### src/rtl/sha_message_block_loader.sv
// SHA-256 message block loader: packs a word stream into 512-bit blocks in
// expander history order (block_o[15] = oldest word), adding padding and length.
module sha_message_block_loader #(
  parameter int CNT_W = 32
) (
  input  logic               clk,
  input  logic               rst_n,
  input  logic [31:0]        word_i,
  input  logic               word_valid_i,
  input  logic               word_last_i,
  output logic               word_ready_o,
  output logic [15:0][31:0]  block_o,
  output logic               block_valid_o,
  output logic               block_first_o,
  output logic               block_last_o,
  input  logic               block_ready_i
);

  typedef enum logic [1:0] {LOAD, PAD, LEN, OUT} state_t;

  state_t              state_q, state_d;
  logic [3:0]          slot_q, slot_d;
  logic [CNT_W-1:0]    cnt_q, cnt_d;
  logic [15:0][31:0]   block_q, block_d;
  logic                valid_q, valid_d;
  logic                firstOut_q, firstOut_d;
  logic                lastOut_q, lastOut_d;
  logic                firstPend_q, firstPend_d;
  logic                nextPad_q, nextPad_d;
  logic                markerDone_q, markerDone_d;

  logic                wrEn;
  logic [31:0]         wrData;
  logic [63:0]         bitLen;

  always_ff @(posedge clk or negedge rst_n) begin
    if (!rst_n) begin
      state_q      <= LOAD;
      slot_q       <= '0;
      cnt_q        <= '0;
      block_q      <= '0;
      valid_q      <= 1'b0;
      firstOut_q   <= 1'b0;
      lastOut_q    <= 1'b0;
      firstPend_q  <= 1'b1;
      nextPad_q    <= 1'b0;
      markerDone_q <= 1'b0;
    end else begin
      state_q      <= state_d;
      slot_q       <= slot_d;
      cnt_q        <= cnt_d;
      block_q      <= block_d;
      valid_q      <= valid_d;
      firstOut_q   <= firstOut_d;
      lastOut_q    <= lastOut_d;
      firstPend_q  <= firstPend_d;
      nextPad_q    <= nextPad_d;
      markerDone_q <= markerDone_d;
    end
  end

  always_comb begin
    state_d      = state_q;
    slot_d       = slot_q;
    cnt_d        = cnt_q;
    block_d      = block_q;
    valid_d      = valid_q;
    firstOut_d   = firstOut_q;
    lastOut_d    = lastOut_q;
    firstPend_d  = firstPend_q;
    nextPad_d    = nextPad_q;
    markerDone_d = markerDone_q;
    wrEn         = 1'b0;
    wrData       = 32'h0;
    bitLen       = 64'(cnt_q) << 5;

    unique case (state_q)
      LOAD: begin
        if (word_valid_i) begin
          wrEn   = 1'b1;
          wrData = word_i;
          cnt_d  = cnt_q + CNT_W'(1);
          if (slot_q == 4'd15) begin
            // A last word in slot 15 leaves no room: padding starts the next block
            state_d    = OUT;
            valid_d    = 1'b1;
            firstOut_d = firstPend_q;
            lastOut_d  = 1'b0;
            nextPad_d  = word_last_i;
          end else begin
            slot_d = slot_q + 4'd1;
            if (word_last_i) state_d = PAD;
          end
        end
      end
      PAD: begin
        wrEn         = 1'b1;
        wrData       = markerDone_q ? 32'h0 : 32'h8000_0000;
        markerDone_d = 1'b1;
        if (slot_q == 4'd13) begin
          state_d = LEN;
          slot_d  = 4'd14;
        end else if (slot_q == 4'd15) begin
          // Marker landed in slot 14/15: length goes into an extra all-pad block
          state_d    = OUT;
          valid_d    = 1'b1;
          firstOut_d = firstPend_q;
          lastOut_d  = 1'b0;
          nextPad_d  = 1'b1;
        end else begin
          slot_d = slot_q + 4'd1;
        end
      end
      LEN: begin
        wrEn = 1'b1;
        if (slot_q == 4'd14) begin
          wrData = bitLen[63:32];
          slot_d = 4'd15;
        end else begin
          wrData     = bitLen[31:0];
          state_d    = OUT;
          valid_d    = 1'b1;
          firstOut_d = firstPend_q;
          lastOut_d  = 1'b1;
        end
      end
      OUT: begin
        if (block_ready_i) begin
          valid_d     = 1'b0;
          firstOut_d  = 1'b0;
          lastOut_d   = 1'b0;
          slot_d      = 4'd0;
          firstPend_d = 1'b0;
          if (lastOut_q) begin
            cnt_d        = '0;
            firstPend_d  = 1'b1;
            markerDone_d = 1'b0;
            state_d      = LOAD;
          end else begin
            state_d = nextPad_q ? PAD : LOAD;
          end
        end
      end
      default: state_d = LOAD;
    endcase

    if (wrEn) block_d[4'd15 - slot_q] = wrData;
  end

  // Gated by rst_n so every output reads 0 while reset is held
  assign word_ready_o  = rst_n && (state_q == LOAD);
  assign block_o       = block_q;
  assign block_valid_o = valid_q;
  assign block_first_o = firstOut_q;
  assign block_last_o  = lastOut_q;

endmodule

### config.mk
export PLATFORM = sky130hd
export DESIGN_NAME = sha_message_block_loader
export DESIGN_NICKNAME = d
export VERILOG_FILES = /design/src/rtl/sha_message_block_loader.sv
export SDC_FILE = /design/constraint.sdc
export NUM_CORES = 1
export LEC_CHECK = 0
export ABC_AREA = 1
export BUFFER_PORTS_ARGS = -buffer_cell sky130_fd_sc_hd__buf_2
export CORE_MARGIN = 2
export CORE_UTILIZATION = 33
export DETAILED_ROUTE_END_ITERATION = 8
export GPL_ROUTABILITY_DRIVEN = 0
export PLACE_DENSITY_LB_ADDON = 0.3
export SETUP_SLACK_MARGIN = 0.5
export SYNTH_ARGS = -nofsm -noshare
export SYNTH_HDL_FRONTEND = slang
export SYNTH_SLANG_ARGS = --single-unit
### constraint.sdc
create_clock -name clk -period 4.6 [get_ports clk]
set_input_delay 0 -clock clk [delete_from_list [all_inputs] [get_ports clk]]
set_output_delay 0 -clock clk [all_outputs]
set_load 0.02 [all_outputs]
# --- Word level (Yosys, flattened, before mapping) ---
# Cells that the tools add are included.
totals:
  reg_bits: 556
  latch_bits: 0
  ram_bits: 0
  mem_bits_ro: 0
  inputBits: 37
  out_inout_bits: 516
  elab_cells: 113
  n_memories: 0
classes:
  addsub: 3
  mul: 0
  div: 0
  magnitude_cmp: 2
  n_eq_ne: 16
  shift: 0
  muxes: 53
  bitwise_logic: 0
  reduce_logical: 14
ops:
  columns: ["operator", "n"]
  rows:
  - ["512-bit bitwise mux", 1]
  - ["32-bit two-way mux", 7]
  - ["32-bit demux with 4-bit select", 1]
  - ["32-bit one-hot mux with 3 select lines", 1]
  - ["32-bit one-hot mux with 2 select lines", 1]
  - ["32-bit by 1-bit adder with 32-bit output (second input constant)", 1]
  - ["1-bit two-way mux", 22]
  - ["4-bit two-way mux", 5]
  - ["2-bit inequality test (second input constant)", 8]
  - ["4-bit one-hot mux with 4 select lines", 1]
  - ["2-bit two-way mux", 7]
  - ["4-bit equality test (second input constant)", 3]
  - ["1-bit one-hot mux with 4 select lines", 3]
  - ["5-bit AND reduction", 2]
  - ["2-bit one-hot mux with 4 select lines", 1]
  - ["4-bit AND reduction", 2]
  - ["3-bit inequality test (second input constant)", 2]
  - ["1-bit one-hot mux with 2 select lines", 3]
  - ["3-bit AND reduction", 2]
  - ["2-bit nonzero test", 3]
  - ["4-bit by 5-bit less-than comparator with 1-bit output (second input constant)", 1]
  - ["4-bit by 1-bit adder with 4-bit output (second input constant)", 1]
  - ["2-bit equality test (second input constant)", 2]
  - ["4-bit by 1-bit >= comparator with 1-bit output (second input constant)", 1]
  - ["other kinds (6)", 7]

# --- Logic depth before layout (Yosys ltp) ---
# Gate-level depths: netlist (run 1).
depth:
  ltp_word: 6
  mapped_depth: 12
  mapped_depth_nobuf: 11

# --- Least setup slack after synthesis (run 1) ---
# Ideal clock, no wire load.
synth_timing:
  kind: "register -> register"
  startpoint: "register slot_q[0]"
  endpoint: "register block_q (netlist bit block_o[108])"
  setup_time_ns: 0.083
  t_arrival_ns: 1.703
  t_required_ns: 4.517
  path_slack_ns: 2.814
  path_stages_with_launch: 12
  path_buffers: 2
  synth_period_minus_slack_ns: 1.786
  path_cell_list: "dfrtp_1 -> inv_1 -> ha_1 -> inv_1 -> nor2_4 -> inv_1 -> nand2_1 -> buf_6 -> o21ai_0 -> nand2_1 -> buf_4 -> o21ai_0"
synth_via:
  elab_chain_len: 6
  elab_cells_between_ends: 10
  cone_classes: "add/sub (1); order compare (2); eq/ne (1); mux (5); reduce/logical (1)"
synth_lines:
  columns: ["item", "line", "text"]
  rows:
  - ["start: declaration", "22", "logic [3:0] slot_q, slot_d;"]
  - ["start signal: assignment", "50", "slot_q <= slot_d;"]
  - ["4-bit subtractor", "147", "if (wrEn) block_d[4'd15 - slot_q] = wrData;"]
  - ["4-bit by 5-bit less-than comparator with 1-bit output (not written as such) or 4-bit by 1-bit >= comparator with 1-bit output (tied branches)", "147", null]
  - ["1-bit logical AND (not written as such)", "147", null]
  - ["32-bit two-way mux (not written as such)", "147", null]
  - ["32-bit demux with 4-bit select", "147", null]
  - ["512-bit bitwise mux (*)", "147", null]
  - ["end signal: assignment", "52", "block_q <= block_d;"]
  - ["end: declaration", "24", "logic [15:0][31:0] block_q, block_d;"]
# Mark *: on every way between the ends. The rest lies on a longest branch, timed or not.
# A chain may end at the register's enable or synchronous reset.

# --- Worst setup path in the final report (run 1) ---
layout_timing:
  startpoint: "register slot_q[0]"
  endpoint: "register block_q (netlist bit block_o[382])"
# Same word-level chain as after synthesis.

==> impl_metrics.toml, run 1 <==
[grt]
grt_usage_pct = 21.7
grt_pass1_wl_microns = 111000
globalRouteOverflowTotal = 0
grt_max_degree = 140
grt_pass1_vias = 17400
antenna_found_initial = 2

[synthesis]
syn_nets = 2280
ys_seq_elements = 556
synth_cells = 2232
netlist_area_sq_um = 21400
synth-xor-area-share_pct = 0.0410
syn_avg_cell_area_sq_um = 9.58
ys_seq_area_share_pct = 65.1
synth_compound_area_share_pct = 13.8
synth_adder_area_share_pct = 0.644
synthSimpleGateAreaFrac_pct = 16.2
yosysWarnings = 0
yosysUniqueCellTypes = 32
synth_edf_count = 0
synth_ff_type = "dfrtp_1"
synth_top_family_by_area = "simple AND/OR/NAND/NOR gates"
synth_mux_area_share_pct = 0
synthArstFlopShare_pct = 100

[clocking]
cts.sinks = 556
cts_buffers = 59
clkTransAtPathRegs_ps = 60
post-cts-setup-buffers = 0
clk_path_buf_depth = 3
cts_tree = "built"
htree_levels = 2
cts_root_buffer = "clkbuf_16"
insertion_delay_ps = 620

[setup_path]
cpPeakStageDelay_ps = 610
cp.required_ps = 5110
critPathArrivalTime_ps = 3690
crit_top_cell = "inv_1"
crit_type = "reg2reg"
critPathMaxFanout = 21
critical-path-top-delay-family = "simple AND/OR/NAND/NOR gates"
crit_slowest_cell = "nand2_1"
critical_path.startpoint_type = "flop"
endpoint_kind = "flop"
path_cells = "inv_1, ha_1, inv_1, nor2_4, inv_1, nand2_1, o21ai_0, nand2_1, o21ai_0"
path_buf_inv = 3

[pwr]
p_int_mw = 11.0
p_leak_nw = 13.8
p_comb_share_pct = 36.3
irDropWorstVdd_mv = 0.381
power.switching_mw = 7.94
clockPowerShare_pct = 25.3
seq_power_share_pct = 38.4
swShare_pct = 41.9
p_per_area_nw_per_um2 = 709

[sta]
clock_skew_ps = 20.5
worst_slew_pin_slew_ps = 1170
fin_crit_ps = 3180
period_share_pct = 69.2
fmaxAchievable_mhz = 314
slew_viol_final = 0
hold_viol = 0
setup_viol = 0
relSlewSlack_pct = 21.5
rsz0062_at_grt = "false"
worst_slack_ps = 1420
finalSetupTns_ps = 0

[floorplanning]
die_area_sq_um = 66800
fp.dieH_microns = 259
ios = 553
core-area_sq_um = 64200
num_rows = 93
fp.dieW_microns = 259
start_util_pct = 33.3

[final_layout]
drive_gt1_share_pct = 25.1
synthToLayoutAreaGrowth_pct = 25.2
final_common_cell = "nand2_1"
stdcell_area_sq_um = 26800
final_cell_mix = "679 x nand2_1, 556 x o21ai_0, 555 x dfrtp_1"
layout.nets = 2773

[routing]
vias_per_cell = 4.97
first_pass_iters = 5
post-route-drc-count = 0
drt-wirelength-per-cell_microns = 20.3
drt_iter0_drc = 1859
final_antenna_net_count = 0
wl_microns = 73700
vias = 18000

[placed_design]
hpwl_microns = 50700
port_buffers = 552
place_area_sq_um = 24800
post-place-ws_ps = 1530

[worst_hold_path]
hold_class = "in2async"

[status]
status = "completed"

[run]
maxCapViolations = 0
[final cells by class]
class	instances	area [sq um]
Antenna cell	1	2.50
Clock buffer	85	1690
Clock inverter	20	258
Fill cell	6422	37500
Inverter	66	249
Multi-Input combinational cell	1465	6560
Sequential cell	556	13900
Tap cell	855	1070
Timing Repair Buffer	577	3020
[path summary, 6_finish.rpt]
| kind | start | endpoint | slack, ps | cells after the start |
|---|---|---|---|---|
| hold / removal | rst_n | block_o[487]$_DFFE_PN0P_ | 70 | 2 |
| hold reg to reg | block_o[155]$_DFFE_PN0P_ | block_o[155]$_DFFE_PN0P_ | 480 | 2 |
| min in group clk | word_valid_i | nextPad_q$_DFFE_PN0P_ | 210 | 5 |
| setup reg to reg | slot_q[0]$_DFFE_PN0P_ | block_o[382]$_DFFE_PN0P_ | 1420 | 9 |
| setup / recovery | slot_q[0]$_DFFE_PN0P_ | block_o[382]$_DFFE_PN0P_ | 1420 | 9 |
| max in group asynchronous | rst_n | block_o[254]$_DFFE_PN0P_ | 3170 | 3 |
[registers in the layout (all words and copies together), names as in the netlist, 2 cells and up]
name     flops
block_o    512
cnt_q       32
slot_q       4
state_q      2
[through the flow]
stage / hold WS (ps) / instances / power [mW] / util, %
floorplan: -296 / 2232 / 11.4 / -
global placement: 164 / 3515 / 14.1 / 38.6
detailed placement: 169 / 3515 / 14.3 / 38.6
CTS: 86.8 / 3624 / 19.1 / 41.7
global route: 110 / 3624 / 20.1 / 41.7
finish: 66.0 / 3625 / 19.0 / 41.7
[per-layer routing]
layer	vias to the layer above	GRT usage, %	part of all wire [%]
met5	-	0	0
met1	8772	30.1	43
met2	818	34.0	45
li1	8279	-	-
met4	0	8.16	3.9
met3	148	4.07	7.6
[cells in the mapped netlist (7+ instances only)]
master	instances	share of area, %
nand2_2	15	0.44
a21oi_1	16	0.37
buf_2	41	0.96
nand3_1	64	1.5
inv_1	61	1.1
nor2_1	88	1.5
buf_4	10	0.35
nand2_1	679	12
clkbuf_1	85	1.5
dfrtp_1	555	65
o21ai_0	556	13
nand4_1	7	0.20
ha_1	11	0.64
[timing repair]
item,4_1_cts,5_1_grt
hold buffers,4,0
resized for setup,0,0
endpoints found under the hold margin,110,0
endpoints found under the setup margin,0,0
[cell families after synthesis]
| group | after synthesis |
|---|---|
| AOI/OAI and AO/OA | 585 |
| xor gates and xnor gates | 1 |
| adders and majority gates | 11 |
| buffers and inverters | 211 |
| DFF | 556 |
| and+or+nand+nor | 868 |
[power groups by stage]
stage                     Combinational (mW)  Clock [mW]  Sequential [mW]
after global placement                  6.84           0             7.30
final                                   6.89        4.80             7.29
after floorplan                         2.44           0             8.92
after global routing                    7.52        5.09             7.46
after detailed placement                6.95           0             7.33
after CTS                               6.96        4.89             7.27
(Power assumes the default switching activity.)
==> inputs of run 2 (changes only) <==
Clock period 4.6 ns to 2.68 ns, I/O delays scaled along.
==> impl_metrics.toml, run 2 (synthesis results as in run 1) <==
[placed_design]
hpwl_microns = 51400
place_area_sq_um = 25200
port_buffers = 552

[floorplanning]
start_util_pct = 33.3
core-area_sq_um = 64200
fp.dieW_microns = 259
num_rows = 93
ios = 553
die_area_sq_um = 66800
fp.dieH_microns = 259

[setup_path]
cp.required_ps = 3170
critical_path.startpoint_type = "flop"
critPathArrivalTime_ps = 2640
endpoint_kind = "flop"
crit_type = "reg2reg"
critPathMaxFanout = 7

[pwr]
p_comb_share_pct = 37.0
swShare_pct = 41.2
p_int_mw = 19.8
seq_power_share_pct = 36.9
p_leak_nw = 14.3
irDropWorstVdd_mv = 0.668
power.switching_mw = 13.9
finalPower_mw = 33.7
p_per_area_nw_per_um2 = 1210
clockPowerShare_pct = 26.1

[clocking]
cts.sinks = 556
cts_tree = "built"
clk_path_buf_depth = 3
insertion_delay_ps = 620
cts_root_buffer = "clkbuf_16"
htree_levels = 2
clkTransAtPathRegs_ps = 60
cts_buffers = 60

[sta]
setup_viol = 0
hold_viol = 0
fmaxAchievable_mhz = 466
rsz0062_at_grt = "true"
clock_skew_ps = 10.5
fin_crit_ps = 2140
period_share_pct = 80.0
relSlewSlack_pct = 50.5
finalSetupTns_ps = 0
slew_viol_final = 0
worst_slew_pin_slew_ps = 743

[grt]
grt_pass1_wl_microns = 111000
use_met3_pct = 4.74
antenna_found_initial = 7
grt_usage_pct = 21.6
globalRouteOverflowTotal = 0
grt_use_met2_pct = 34.3
grt_max_degree = 97
grt_pass1_vias = 17500
grt_most_used_layer = "met2"
use_met1_pct = 29.5

[routing]
drt-wirelength-per-cell_microns = 20.0
vias_per_cell = 4.91
post-route-drc-count = 0
first_pass_iters = 6
final_antenna_net_count = 0
wl_microns = 74100
drt_iter0_drc = 1627
vias = 18200

[final_layout]
nFillCells = 6283
drive_gt1_share_pct = 27.9
synthToLayoutAreaGrowth_pct = 30.0
final_common_cell = "nand2_1"
final_cell_mix = "666 x nand2_1, 553 x dfrtp_1, 551 x buf_2"
final_util_pct = 43.3
largest_reg_flops = 512
layout.nets = 2837
stdcell_area_sq_um = 27800

[worst_hold_path]
hold_class = "in2reg"

[run]
maxCapViolations = 0

[status]
status = "completed"
run 2: power groups by stage:
stage / Combinational [mW] / Clock [mW] / Sequential [mW]
finish: 12.5 / 8.79 / 12.4
global route: 13.6 / 9.31 / 12.7
CTS: 12.3 / 8.97 / 12.4
detailed placement: 12.1 / 0 / 12.5
global placement: 12.0 / 0 / 12.4
floorplan: 4.19 / 0 / 15.3
run 2: layer usage:
| metal | up-vias | share of wire, % |
|---|---|---|
| met3 | 131 | 8.2 |
| met5 | - | 0.045 |
| met2 | 797 | 46 |
| met4 | 6 | 3.2 |
| met1 | 8808 | 43 |
| li1 | 8413 | - |
run 2: repair_timing:
item	in CTS	in global routing
setup buffers	2	7
endpoints found under the setup margin	386	503
gates resized for setup	31	50
hold buffers	12	0
endpoints found under the hold margin	367	0
pin swaps	0	1
cloned	0	1
run 2: final timing paths:
check,from,endpoint,slack (ps),depth (start not counted)
max reg2reg,slot_q[1]$_DFFE_PN0P_,nextPad_q$_DFFE_PN0P_,540,8
min in group asynchronous,rst_n,block_o[391]$_DFFE_PN0P_,510,3
max,slot_q[1]$_DFFE_PN0P_,nextPad_q$_DFFE_PN0P_,540,8
min reg2reg,block_o[171]$_DFFE_PN0P_,block_o[171]$_DFFE_PN0P_,480,2
max in group asynchronous,rst_n,block_o[43]$_DFFE_PN0P_,980,4
min,word_i[12],block_o[236]$_DFFE_PN0P_,6,6
run 2: critical path, stage by stage (launching register included):
cell           delay, ps
dfrtp_2              460
inv_1                120
ha_2                 250
nand2_1              150
nor2_1               210
inv_1                 70
nand4_1              110
o21ai_0               90
dlygate4sd3_1        560
run 2: final cells by class:
| class | instances | area (sq um) | share of cell area [%] |
|---|---|---|---|
| Sequential cell | 556 | 13900 | 50.1 |
| Multi-Input combinational cell | 1465 | 6660 | 24.0 |
| Timing Repair Buffer | 640 | 3750 | 13.5 |
| Clock buffer | 83 | 1750 | 6.29 |
| Tap cell | 855 | 1070 | 3.85 |
| Clock inverter | 31 | 394 | 1.42 |
| Inverter | 66 | 251 | 0.905 |
| Antenna cell | 1 | 2.50 | 0.00900 |
run 2: per-stage QoR:
step	std cells	setup WS [ps]	hold WS, ps
floorplan	2232	894	-296
global placement	3560	319	52.8
detailed placement	3560	212	81.9
CTS	3688	503	7.47
global route	3697	453	19.7
finish	3697	536	5.62
